<file path="config.mk">
export PLATFORM = sky130hd
export DESIGN_NAME = fd_scan_sequencer_flat
export DESIGN_NICKNAME = d
export VERILOG_FILES = /design/src/rtl/fd_scan_sequencer_if.sv /design/src/rtl/fd_scan_sequencer.sv /design/src/flat_wrapper.sv
export SDC_FILE = /design/constraint.sdc
export NUM_CORES = 1
export LEC_CHECK = 0
export BUFFER_PORTS_ARGS = -buffer_cell sky130_fd_sc_hd__buf_2
export CORE_MARGIN = 1.5
export CORE_UTILIZATION = 60
export CTS_BUF_LIST = sky130_fd_sc_hd__clkbuf_16
export CTS_CLUSTER_SIZE = 24
export DETAILED_ROUTE_END_ITERATION = 8
export PLACE_DENSITY = 0.81
export SLEW_MARGIN = 0
export SYNTH_ARGS = -nofsm -noshare
export SYNTH_HDL_FRONTEND = slang
export SYNTH_SLANG_ARGS = --single-unit
</file>
<file path="constraint.sdc">
create_clock -name clock -period 6.2 [get_ports clock]
set_input_delay 0.62 -clock clock [delete_from_list [all_inputs] [get_ports clock]]
set_output_delay 0.62 -clock clock [all_outputs]
set_load 0.1 [all_outputs]
</file>
<file path="src/rtl/fd_scan_sequencer_if.sv">
// fd_scan_sequencer_if: the sequencer's links to the pixel memory, the register file
// and the FAST9 comparison datapath.
interface fd_scan_sequencer_if;
  localparam int unsigned AW = 15;
  localparam int unsigned NW = 5;

  logic          start;
  logic          dpReady;
  logic          pretestReject;
  logic [AW-1:0] refAddr;
  logic [NW-1:0] adjNumber;
  logic          memRe;
  logic [NW-1:0] regAddr;
  logic          regWe;
  logic          readen;
  logic          busy;
  logic          frameDone;

  modport master (
    input  start, dpReady, pretestReject,
    output refAddr, adjNumber, memRe, regAddr, regWe, readen, busy, frameDone
  );

  modport slave (
    output start, dpReady, pretestReject,
    input  refAddr, adjNumber, memRe, regAddr, regWe, readen, busy, frameDone
  );
endinterface

</file>
<file path="src/rtl/fd_scan_sequencer.sv">
// fd_scan_sequencer: raster-scan read sequencer for the FAST9 corner datapath.
// Define FAST_PRETEST_EN to enable the compass-point pretest (PRECHK state).
module fd_scan_sequencer #(
  parameter int unsigned IMG_W  = 176,
  parameter int unsigned IMG_H  = 120,
  parameter int unsigned BORDER = 3,
  parameter int unsigned RD_LAT = 2
) (
  input logic                 clock,
  input logic                 nReset,
  fd_scan_sequencer_if.master bus
);
  localparam int unsigned AW         = 15;
  localparam int unsigned NW         = 5;
  localparam int unsigned IW         = 4;
  localparam int unsigned DCW        = 2;
  localparam int unsigned XW         = $clog2(IMG_W);
  localparam int unsigned YW         = $clog2(IMG_H);
  localparam int unsigned X_LAST     = IMG_W - 1 - BORDER;
  localparam int unsigned Y_LAST     = IMG_H - 1 - BORDER;
  localparam int unsigned START_ADDR = BORDER * IMG_W + BORDER;
  localparam int unsigned WRAP_STEP  = 2 * BORDER + 1;
  localparam int unsigned LAST_IDX   = 15;
`ifdef FAST_PRETEST_EN
  localparam int unsigned PRE_IDX    = 3;
  localparam int unsigned RESUME_IDX = 4;
`endif

  typedef enum logic [2:0] {
    IDLE,
    ISSUE,
    DRAIN,
    HANDOFF,
    ADVANCE
`ifdef FAST_PRETEST_EN
    , PRECHK
`endif
  } state_t;

  state_t        state;
  logic [XW-1:0] x;
  logic [YW-1:0] y;
  logic [IW-1:0] issueIdx;
  logic [DCW-1:0] drainCnt;
  logic [AW-1:0] refAddr;
  logic [NW-1:0] adjNumber;
  logic          memRe;
  logic          readen;
  logic          busy;
  logic          frameDone;
  logic          wePipe   [RD_LAT];
  logic [NW-1:0] addrPipe [RD_LAT];
  logic          issueLast;

  // Circle-point index for the k-th read of a candidate.
  function automatic logic [IW-1:0] issueOrder(input logic [IW-1:0] k);
`ifdef FAST_PRETEST_EN
    // Compass points first so the pretest can run on the first four returns.
    case (k)
      4'd0:    return 4'd0;
      4'd1:    return 4'd4;
      4'd2:    return 4'd8;
      4'd3:    return 4'd12;
      4'd4:    return 4'd1;
      4'd5:    return 4'd2;
      4'd6:    return 4'd3;
      4'd7:    return 4'd5;
      4'd8:    return 4'd6;
      4'd9:    return 4'd7;
      4'd10:   return 4'd9;
      4'd11:   return 4'd10;
      4'd12:   return 4'd11;
      4'd13:   return 4'd13;
      4'd14:   return 4'd14;
      default: return 4'd15;
    endcase
`else
    return k;
`endif
  endfunction

`ifndef FAST_PRETEST_EN
  logic unusedPretest;
  assign unusedPretest = bus.pretestReject;
`endif

  // Last read of the current burst: end of circle, or end of compass points.
  always_comb begin
    issueLast = (issueIdx == IW'(LAST_IDX));
`ifdef FAST_PRETEST_EN
    if (issueIdx == IW'(PRE_IDX)) issueLast = 1'b1;
`endif
  end

  always_ff @(posedge clock or negedge nReset) begin
    if (!nReset) begin
      state     <= IDLE;
      x         <= '0;
      y         <= '0;
      issueIdx  <= '0;
      drainCnt  <= '0;
      refAddr   <= '0;
      adjNumber <= '0;
      memRe     <= 1'b0;
      readen    <= 1'b0;
      busy      <= 1'b0;
      frameDone <= 1'b0;
      for (int unsigned i = 0; i < RD_LAT; i++) begin
        wePipe[i]   <= 1'b0;
        addrPipe[i] <= '0;
      end
    end else begin
      frameDone <= 1'b0;

      case (state)
        IDLE: begin
          if (bus.start) begin
            state     <= ISSUE;
            busy      <= 1'b1;
            x         <= XW'(BORDER);
            y         <= YW'(BORDER);
            refAddr   <= AW'(START_ADDR);
            memRe     <= 1'b1;
            issueIdx  <= '0;
            adjNumber <= NW'(issueOrder(IW'(0)));
          end
        end

        ISSUE: begin
          if (issueLast) begin
            state    <= DRAIN;
            memRe    <= 1'b0;
            drainCnt <= '0;
          end else begin
            issueIdx  <= issueIdx + IW'(1);
            adjNumber <= NW'(issueOrder(issueIdx + IW'(1)));
          end
        end

        // Wait out the read latency so every return lands before the handoff.
        DRAIN: begin
          if (drainCnt == DCW'(RD_LAT - 1)) begin
`ifdef FAST_PRETEST_EN
            if (issueIdx == IW'(PRE_IDX)) begin
              state <= PRECHK;
            end else begin
              state  <= HANDOFF;
              readen <= 1'b1;
            end
`else
            state  <= HANDOFF;
            readen <= 1'b1;
`endif
          end else begin
            drainCnt <= drainCnt + DCW'(1);
          end
        end

`ifdef FAST_PRETEST_EN
        PRECHK: begin
          if (bus.pretestReject) begin
            state <= ADVANCE;
          end else begin
            state     <= ISSUE;
            memRe     <= 1'b1;
            issueIdx  <= IW'(RESUME_IDX);
            adjNumber <= NW'(issueOrder(IW'(RESUME_IDX)));
          end
        end
`endif

        HANDOFF: begin
          if (bus.dpReady) begin
            state  <= ADVANCE;
            readen <= 1'b0;
          end
        end

        // Step the raster position; the last candidate keeps its address.
        ADVANCE: begin
          if (x == XW'(X_LAST) && y == YW'(Y_LAST)) begin
            state     <= IDLE;
            busy      <= 1'b0;
            frameDone <= 1'b1;
          end else begin
            if (x < XW'(X_LAST)) begin
              x       <= x + XW'(1);
              refAddr <= refAddr + AW'(1);
            end else begin
              x       <= XW'(BORDER);
              y       <= y + YW'(1);
              refAddr <= refAddr + AW'(WRAP_STEP);
            end
            state     <= ISSUE;
            memRe     <= 1'b1;
            issueIdx  <= '0;
            adjNumber <= NW'(issueOrder(IW'(0)));
          end
        end

        default: state <= IDLE;
      endcase

      // Read-return delay line feeding the register-file write port.
      wePipe[0]   <= memRe;
      addrPipe[0] <= adjNumber;
      for (int unsigned i = 1; i < RD_LAT; i++) begin
        wePipe[i]   <= wePipe[i-1];
        addrPipe[i] <= addrPipe[i-1];
      end
    end
  end

  assign bus.refAddr   = refAddr;
  assign bus.adjNumber = adjNumber;
  assign bus.memRe     = memRe;
  assign bus.regAddr   = addrPipe[RD_LAT-1];
  assign bus.regWe     = wePipe[RD_LAT-1];
  assign bus.readen    = readen;
  assign bus.busy      = busy;
  assign bus.frameDone = frameDone;
endmodule

</file>
<file path="src/flat_wrapper.sv">
// flat-port wrapper written by rule: the top's interface ports become plain ports
module fd_scan_sequencer_flat 
#(
  parameter int unsigned IMG_W  = 176,
  parameter int unsigned IMG_H  = 120,
  parameter int unsigned BORDER = 3,
  parameter int unsigned RD_LAT = 2
)
  (clock, nReset, bus_start, bus_dpReady, bus_pretestReject, bus_refAddr, bus_adjNumber, bus_memRe, bus_regAddr, bus_regWe, bus_readen, bus_busy, bus_frameDone);
  fd_scan_sequencer_if bus_i ();
  input logic clock;
  input logic nReset;
  input wire logic [$bits(bus_i.start)-1:0] bus_start;
  input wire logic [$bits(bus_i.dpReady)-1:0] bus_dpReady;
  input wire logic [$bits(bus_i.pretestReject)-1:0] bus_pretestReject;
  output wire logic [$bits(bus_i.refAddr)-1:0] bus_refAddr;
  output wire logic [$bits(bus_i.adjNumber)-1:0] bus_adjNumber;
  output wire logic [$bits(bus_i.memRe)-1:0] bus_memRe;
  output wire logic [$bits(bus_i.regAddr)-1:0] bus_regAddr;
  output wire logic [$bits(bus_i.regWe)-1:0] bus_regWe;
  output wire logic [$bits(bus_i.readen)-1:0] bus_readen;
  output wire logic [$bits(bus_i.busy)-1:0] bus_busy;
  output wire logic [$bits(bus_i.frameDone)-1:0] bus_frameDone;
  assign bus_i.start = bus_start;
  assign bus_i.dpReady = bus_dpReady;
  assign bus_i.pretestReject = bus_pretestReject;
  assign bus_refAddr = bus_i.refAddr;
  assign bus_adjNumber = bus_i.adjNumber;
  assign bus_memRe = bus_i.memRe;
  assign bus_regAddr = bus_i.regAddr;
  assign bus_regWe = bus_i.regWe;
  assign bus_readen = bus_i.readen;
  assign bus_busy = bus_i.busy;
  assign bus_frameDone = bus_i.frameDone;
  fd_scan_sequencer #(.IMG_W(IMG_W), .IMG_H(IMG_H), .BORDER(BORDER), .RD_LAT(RD_LAT)) u_core (.clock(clock), .nReset(nReset), .bus(bus_i));
endmodule
</file>
==> qor.csv, run 1 <==
metric,value,unit
wire_per_inst,16.58,um
synth_compound_area_share,17.51,%
powerDensity,437.5,mW/mm2
rsz0062_at_grt,false,
critPathArrivalTime,3.04,ns
tns,0,ns
netlist_area,0.002879,mm2
numCtsBuffers,5,
dr.pass1.iters,5,
dieArea,0.005223,mm2
grt_pass1_wl,10240,um
post-route-util,68.05,%
synth_xor_area_share,0.9126,%
worstReg2RegStart,u_core.x[3],
crit_type,reg2reg,
synth_top_family_by_area,simple AND/OR/NAND/NOR gates,
post_dp_cell_area,0.003022,mm2
grt_pass1_vias,2126,
p_leak,1.453,nW
layout-drive-gt1-share,16.83,%
hpwl,4114,um
initial_utilization,61.77,%
period_needed,2.843,ns
ant_nets,0,
crit_path_start_kind,flip-flop,
worst_slack,3.357,ns
ys_async_sr_fraction,100.0,%
clock_sinks,53,
yosys_warnings,0,
post-place-ws,3.482,ns
maxSlewHeadroom,31.50,%
status,completed,
hold_class,reg2reg,
grt-ovfl-total,0,
io_buffers,31,
cp.required,6.40,ns
mostFrequentLayoutCells,"dfrtp_1, buf_2, nor2_1, nand2_1, nor3_1",
nNetsFinal,322,
synthSimpleGateAreaFrac,23.90,%
finalWeightedCongestion,0.8402,
row_count,25,
r2r_end,u_core.bus.refAddr[10],
cts_setup_buffers,0,
syn_inst,285,
finalPower,1.388,mW
cts_resized,0,
drt-initial-drc-count,182,
setup_viol,0,
viasPerCell,6.388,
synth_mux_area_share,2.825,%
tightest_slew,1.020,ns
synth-seq-area-share,46.07,%
synth_cell_types,58,
irDropWorstVdd,294.0,uV
hp-start,u_core.addrPipe[6],
period_share,45.86,%
hold_viol_final,0,
final_area,0.003172,mm2
vias,2319,
clkLatencyLatePin,0.29,ns
cts_hold_buf,0,
hold_end,u_core.bus.regAddr[1],
route.detailed.drc,0,
pin_count,35,
synth_adder_area_share,4.172,%
synth_edf_count,0,
grt_max_degree,54,
crit_path_end_kind,flip-flop,
core-area,0.004661,mm2
die_w,72.27,um
dp.cells,355,
cp_max_fo,6,
cap_violations,0,
drv_slew,0,
synth_ff_type,dfrtp_1,
skew,0.004257,ns
reg2reg_depth,7,
h-tree-depth,2,
synth_seq_cells,53,
die_h,72.27,um
instances_no_fill,363,
antenna_found_initial,0,
path_clk_slew,0.07,ns
track_usage,25.14,%
r2r_slack,3.36,ns
cts_tree,done,
root_buffer,clkbuf_16,
final_common_cell,dfrtp_1,
wl,6019,um
clk_path_buf_depth,2,
antenna-diode-count,0,
whs,0.3503,ns
area_delta_synth_final,10.17,%
avgSynthCellArea,10.10,um2
fmax,351.7,MHz
hold_depth,0,
[final cells by class]
cell class,instances,area (um2)
fillers,350,1489
inverters,8,30.03
flip-flops and latches,53,1326
repair buffers,33,170.2
well taps,54,67.56
clock inverters,3,25.02
multi-input cells,207,1428
clock buffers,5,125.1
[cell usage after synthesis (all sizes together), types with 3 or more instances]
library cell,count,share of area [%]
o211ai,5,1.3
nand3,11,1.9
a211o,5,1.5
nor3b,4,1.2
nor2,24,3.1
nor4,9,3.0
a31oi,3,0.65
ha,8,3.5
clkbuf,6,0.78
inv,8,1.0
nand3b,4,1.0
buf,12,2.7
o21ai,9,1.6
and2,3,0.65
or4,4,1.2
a21o,6,1.6
nand4,6,1.3
a22o,5,1.5
nand2b,4,0.87
mux2i,7,2.4
nand2,21,2.7
xnor2,3,0.91
nor3,13,2.4
a32o,3,1.0
o31ai,5,1.3
a21oi,11,2.3
dfrtp,53,46
and3,4,0.87
a211oi,3,0.78
[registers in the layout (all words and copies together), names as in the netlist]
signal / flops
u_core.wePipe: 1
u_core.drainCnt: 2
u_core.addrPipe: 4
u_core.state: 3
u_core.x: 8
u_core.bus.refAddr: 15
u_core.y: 7
u_core.bus.regAddr: 4
u_core.bus.frameDone: 1
u_core.bus.adjNumber: 4
u_core.bus.readen: 1
u_core.bus.regWe: 1
u_core.bus.memRe: 1
u_core.bus.busy: 1
[power by group]
group / internal, mW / leakage, nW / switching, mW
Combinational: 0.136 / 0.733 / 0.464
Clock: 0.152 / 0.0704 / 0.130
Sequential: 0.424 / 0.650 / 0.0810
[worst max path at each step]
| stage | start | end |
|---|---|---|
| after global placement | u_core.x[3] | u_core.bus.refAddr[14] |
| final | u_core.x[3] | u_core.bus.refAddr[10] |
| after CTS | u_core.x[3] | u_core.bus.refAddr[10] |
| after floorplan | u_core.x[3] | u_core.bus.refAddr[8] |
| after global routing | u_core.x[3] | u_core.bus.refAddr[10] |
| after detailed placement | u_core.x[3] | u_core.bus.refAddr[10] |
[cell families (layout without fill, tap and decap cells)]
kind of cell	after synthesis	count (layout)
simple gates	117	117
compound gates	68	68
flops	53	53
buf+inv	26	49
fa+ha+maj	9	9
mux	8	8
xor+xnor	3	3
other cells	1	2
[metal layers]
layer	up-vias	GRT usage, %	wire length [um]
met1	1133	34.55	2720
li1	1111	-	-
met5	-	0	0
met3	12	5.278	240
met4	0	10.06	123
met2	63	39.20	2935
[worst max-delay path: stages, from the launching register on]
cell and delay (ns):
dfrtp_1 0.46, a211oi_1 0.56, nor2_1 0.21, ha_1 0.39
a21o_1 0.20, nand4_1 0.24, nor4_1 0.38, mux2i_1 0.30
Power figures use the tool's default switching activity.
==> run 2: changes to the inputs <==
--- a/config.mk
+++ b/config.mk
@@ -7,11 +7,11 @@
 export LEC_CHECK = 0
 export BUFFER_PORTS_ARGS = -buffer_cell sky130_fd_sc_hd__buf_2
 export CORE_MARGIN = 1.5
-export CORE_UTILIZATION = 60
+export CORE_UTILIZATION = 58
 export CTS_BUF_LIST = sky130_fd_sc_hd__clkbuf_16
 export CTS_CLUSTER_SIZE = 24
 export DETAILED_ROUTE_END_ITERATION = 8
-export PLACE_DENSITY = 0.81
+export PLACE_DENSITY = 0.79
 export SLEW_MARGIN = 0
 export SYNTH_ARGS = -nofsm -noshare
 export SYNTH_HDL_FRONTEND = slang
==> constraint.sdc (replaced) <==
create_clock -name clock -period 2.7 [get_ports clock]
set_input_delay 0.27 -clock clock [delete_from_list [all_inputs] [get_ports clock]]
set_output_delay 0.27 -clock clock [all_outputs]
set_load 0.1 [all_outputs]
==> run 2 against run 1 <==
Against the previous run: sequential power is 130% higher; total power up 130%; combinational power increased by 130%; flip-flop and latch count did not move; largest cell class unchanged; clock skew grew 0.0036 ns; critical path type unchanged; via count rose by 2.6%; routed wire length grew 2.4%; maximum frequency rose by 8.3%; first-iteration DRC count up 7.1%; clock power grew 130%; global-route usage shrank 0.48 points.
==> qor.csv, run 2 (synthesis gave the netlist of run 1 again) <==
metric,value,unit
final_area,0.003273,mm2
final_common_cell,dfrtp_1,
busiest_layer,met2,
cp.required,2.91,ns
setup_viol,0,
largest_register,u_core.bus.refAddr,
route.detailed.drc,0,
fmax,380.8,MHz
row_count,25,
cp_max_fo,6,
clkLatencyLatePin,0.29,ns
path_clk_slew,0.07,ns
hold_end,u_core.state[2],
numCtsBuffers,5,
grt-ovfl-total,0,
r2r_slack,0.07,ns
post_dp_cell_area,0.003095,mm2
worst_path_max_delay_cell,nor4_1,
cap_violations,0,
use_met1,33.39,%
grt_pass1_vias,2163,
clock_sinks,53,
initial_utilization,60.55,%
antenna-diode-count,0,
root_buffer,clkbuf_16,
wire_per_inst,16.09,um
globalRouteMet2Util,39.44,%
pin_count,35,
worstReg2RegStart,u_core.x[3],
period_needed,2.626,ns
nNetsFinal,329,
reg_top3,"u_core.bus.refAddr x15, u_core.x x8, u_core.y x7",
grt_max_degree,54,
mostFrequentLayoutCells,"dfrtp_1, buf_2, nor2_1, nand2_1, nor3_1",
area_delta_synth_final,13.69,%
hold_class,in2reg,
hold_viol_final,0,
instances_no_fill,383,
core-area,0.004755,mm2
drt-initial-drc-count,195,
crit_type,reg2reg,
wl,6161,um
hold_depth,3,
ant_nets,0,
r2r_end,u_core.bus.refAddr[14],
largest_register_ff_count,15,
die_h,73.46,um
dr.pass1.iters,4,
maxSlewHeadroom,49.92,%
grt_pass1_wl,10300,um
worstPathCellList,"a211oi_2, nor2_1, ha_1, a21o_1, nand4_1, nor4_1, mux2i_1",
met3_usage,5.213,%
layout-drive-gt1-share,19.30,%
dp.cells,374,
crit_path_end_kind,flip-flop,
dieArea,0.005396,mm2
io_buffers,31,
cts_setup_buffers,0,
antenna_found_initial,0,
drv_slew,0,
hpwl,4249,um
h-tree-depth,2,
critPathArrivalTime,2.84,ns
cts_tree,done,
powerDensity,978.6,mW/mm2
p_leak,1.493,nW
irDropWorstVdd,514.9,uV
status,completed,
viasPerCell,6.214,
skew,0.007857,ns
max_stage_delay,0.51,ns
vias,2380,
finalWeightedCongestion,0.8684,
reg2reg_depth,7,
tightest_slew,0.7496,ns
hp-start,bus_dpReady,
period_share,97.27,%
track_usage,24.66,%
clk_path_buf_depth,2,
tns,0,ns
crit_path_start_kind,flip-flop,
die_w,73.46,um
-- run 2: cell count changes in the layout (fill, tap and decap cells not counted) --
cell	before	now
buf_4	2	7
a211oi_2	0	1
buf_12	0	1
a211oi_1	3	2
nor4_2	0	2
nor4_1	7	5
dlygate4sd3_1	0	1
-- run 2: report_power, final --
group | total, mW | internal, mW | switching, mW
Combinational | 1.40 | 0.327 | 1.08
Sequential | 1.15 | 0.974 | 0.180
Clock | 0.644 | 0.349 | 0.295
Total | 3.20 | 1.65 | 1.55
-- run 2: what timing repair did --
item | CTS | global route
resized for setup | 0 | 3
hold endpoints to repair | 53 | 0
endpoints found under the setup margin | 0 | 3
hold buffers | 1 | 0
-- run 2: critical path: cells and delay by family (launching register included) --
family / cells / cell delay (ns)
compound gates: 2 / 0.48
fa+ha+maj: 1 / 0.39
flops: 1 / 0.47
mux: 1 / 0.26
simple gates: 3 / 0.94
-- run 2: worst max path at each step --
stage | start | slack (ns) | to
4_1_cts | u_core.x[3] | 0.18 | u_core.bus.refAddr[14]
3_5_place_dp | u_core.x[3] | 0.18 | u_core.bus.refAddr[14]
6_report | u_core.x[3] | 0.07 | u_core.bus.refAddr[14]
3_3_place_gp | u_core.x[3] | 0.35 | u_core.bus.refAddr[8]
5_1_grt | u_core.x[3] | -0.08 | u_core.bus.refAddr[14]
2_1_floorplan | u_core.x[3] | 0.33 | u_core.bus.refAddr[8]
-- run 2: layout make-up --
cell class,count,area (um2)
inverter,8,30.03
clock inverter,3,25.02
fill,363,1481
multi-input combinational,207,1445
tap,67,83.83
clock buffer,5,125.1
timing repair buffer,40,237.7
sequential,53,1326
-- run 2: layer usage --
layer	share of wire (%)	up-vias
met5	0	-
met4	0.89	0
met3	6.8	5
met2	49	95
met1	43	1151
li1	-	1129
-- run 2: per-stage QoR --
step	hold slack, ns	utilization [%]	worst slack (ns)	power (mW)
floorplan	-0.02559	-	0.3307	2.350
global placement	0.2874	65.11	0.3514	2.538
detailed placement	0.2858	65.11	0.1850	2.562
CTS	0.2505	68.47	0.1809	3.211
global route	0.2777	68.84	-0.07711	3.383
finish	0.2562	68.84	0.07368	3.203
==> run 3: changes to the inputs <==
--- a/config.mk
+++ b/config.mk
@@ -5,13 +5,13 @@
 export SDC_FILE = /design/constraint.sdc
 export NUM_CORES = 1
 export LEC_CHECK = 0
-export BUFFER_PORTS_ARGS = -buffer_cell sky130_fd_sc_hd__buf_2
 export CORE_MARGIN = 1.5
-export CORE_UTILIZATION = 58
+export CORE_UTILIZATION = 60
 export CTS_BUF_LIST = sky130_fd_sc_hd__clkbuf_16
 export CTS_CLUSTER_SIZE = 24
 export DETAILED_ROUTE_END_ITERATION = 8
-export PLACE_DENSITY = 0.79
+export DONT_BUFFER_PORTS = 1
+export PLACE_DENSITY = 0.75
 export SLEW_MARGIN = 0
 export SYNTH_ARGS = -nofsm -noshare
 export SYNTH_HDL_FRONTEND = slang
==> run 3 against run 2 <==
Against the previous run: non-clock buffer count shrank 11; total power down 0.37%; via count is 2.9% lower; maximum frequency rose by 4.3%; largest power group is now sequential cells.
==> qor.csv, run 3 (synthesis gave the netlist of run 1 again) <==
metric,value,unit
nNetsFinal,318,
setup_viol,0,
wire_per_inst,17.14,um
grt_max_degree,54,
fmax,397.0,MHz
largest_register,u_core.bus.refAddr,
row_count,25,
worst_slack,0.1813,ns
r2r_end,u_core.bus.refAddr[10],
post-place-ws,0.2812,ns
instances_no_fill,359,
whs,0.1462,ns
route.detailed.drc,0,
cp.required,2.91,ns
root_buffer,clkbuf_16,
numCtsBuffers,5,
die_h,72.27,um
drt-initial-drc-count,139,
grt_pass1_wl,10130,um
clk_path_buf_depth,2,
crit_path_start_kind,flip-flop,
p_leak,1.462,nW
skew,0.005122,ns
area_delta_synth_final,12.69,%
crit_type,reg2reg,
cap_violations,0,
grt-ovfl-total,0,
h-tree-depth,2,
track_usage,24.81,%
clkLatencyLatePin,0.29,ns
ant_nets,0,
io_buffers,0,
reg2reg_depth,7,
antenna-diode-count,0,
grt_pass1_vias,2081,
irDropWorstVdd,627.0,uV
period_needed,2.519,ns
cp_max_fo,6,
fillers,366,
hp-start,bus_dpReady,
r2r_slack,0.18,ns
pin_count,35,
worstReg2RegStart,u_core.x[3],
tns,0,ns
vias,2312,
hold_class,in2reg,
hold_viol_final,0,
dp.cells,349,
status,completed,
dieArea,0.005223,mm2
path_clk_slew,0.07,ns
drv_slew,0,
hpwl,4260,um
cts_tree,done,
period_share,93.28,%
wl,6153,um
dr.pass1.iters,4,
reg_top3,"u_core.bus.refAddr x15, u_core.x x8, u_core.y x7",
mostFrequentLayoutCells,"dfrtp_1, buf_4, nor2_1, nand2_1, nor3_1",
finalWeightedCongestion,0.8675,
largest_register_ff_count,15,
core-area,0.004661,mm2
initial_utilization,61.77,%
critPathArrivalTime,2.73,ns
layout-drive-gt1-share,15.74,%
antenna_found_initial,0,
viasPerCell,6.440,
clock_sinks,53,
hold_depth,3,
tightest_slew,0.9305,ns
hold_end,u_core.bus.readen,
powerDensity,983.7,mW/mm2
cts_setup_buffers,0,
final_common_cell,dfrtp_1,
die_w,72.27,um
maxSlewHeadroom,37.97,%
finalPower,3.191,mW
crit_path_end_kind,flip-flop,
## run 3: worst max path at each step
stage | from | to | cells after the start
finish | u_core.x[3] | u_core.bus.refAddr[10] | 7
detailed placement | u_core.x[3] | u_core.bus.refAddr[8] | 7
CTS | u_core.x[3] | u_core.bus.refAddr[12] | 7
global placement | u_core.x[3] | u_core.bus.refAddr[8] | 7
floorplan | u_core.x[3] | u_core.bus.refAddr[8] | 7
global route | u_core.x[3] | u_core.bus.refAddr[10] | 7
## run 3: final cells by class
class | instances | area [um2] | area share (%)
flip-flops and latches | 53 | 1326 | 40.88
clock inverters | 3 | 21.27 | 0.6556
clock buffers | 5 | 125.1 | 3.857
repair buffers | 29 | 240.2 | 7.405
well taps | 54 | 67.56 | 2.083
inverters | 8 | 30.03 | 0.9256
multi-input cells | 207 | 1434 | 44.20
## run 3: routing by layer
layer | track usage (%) | routed length [um] | vias to the layer above
met5 | 0 | 0 | -
met4 | 6.918 | 78 | 0
met3 | 4.444 | 326 | 9
met2 | 40.43 | 3045 | 69
met1 | 34.37 | 2702 | 1139
li1 | - | - | 1095
## run 3: where the power goes
group / total (mW) / internal [mW] / switching [mW]
combinational: 1.09 / 0.333 / 0.755
clock: 0.641 / 0.346 / 0.295
sequential: 1.46 / 0.967 / 0.496
total: 3.19 / 1.65 / 1.55
## run 3: what timing repair did
item                                    4_1_cts  5_1_grt
hold buffers                                  2        0
hold endpoints to repair                     53        0
resized for setup                             0        1
endpoints found under the setup margin        0        1
## run 3: metrics by stage
step,utilization (%),cell area (um2)
5_1_grt,69.61,3244
6_report,69.61,3244
4_1_cts,69.48,3238
2_1_floorplan,-,2883
3_5_place_dp,65.53,3054
3_3_place_gp,65.53,3054
## run 3: worst max-delay path: stages (launching register included)
cell and delay [ns]:
dfrtp_1 0.47, a211oi_1 0.33, nor2_1 0.15, ha_1 0.36, a21o_1 0.19, nand4_1 0.28, nor4_1 0.42, mux2i_1 0.24
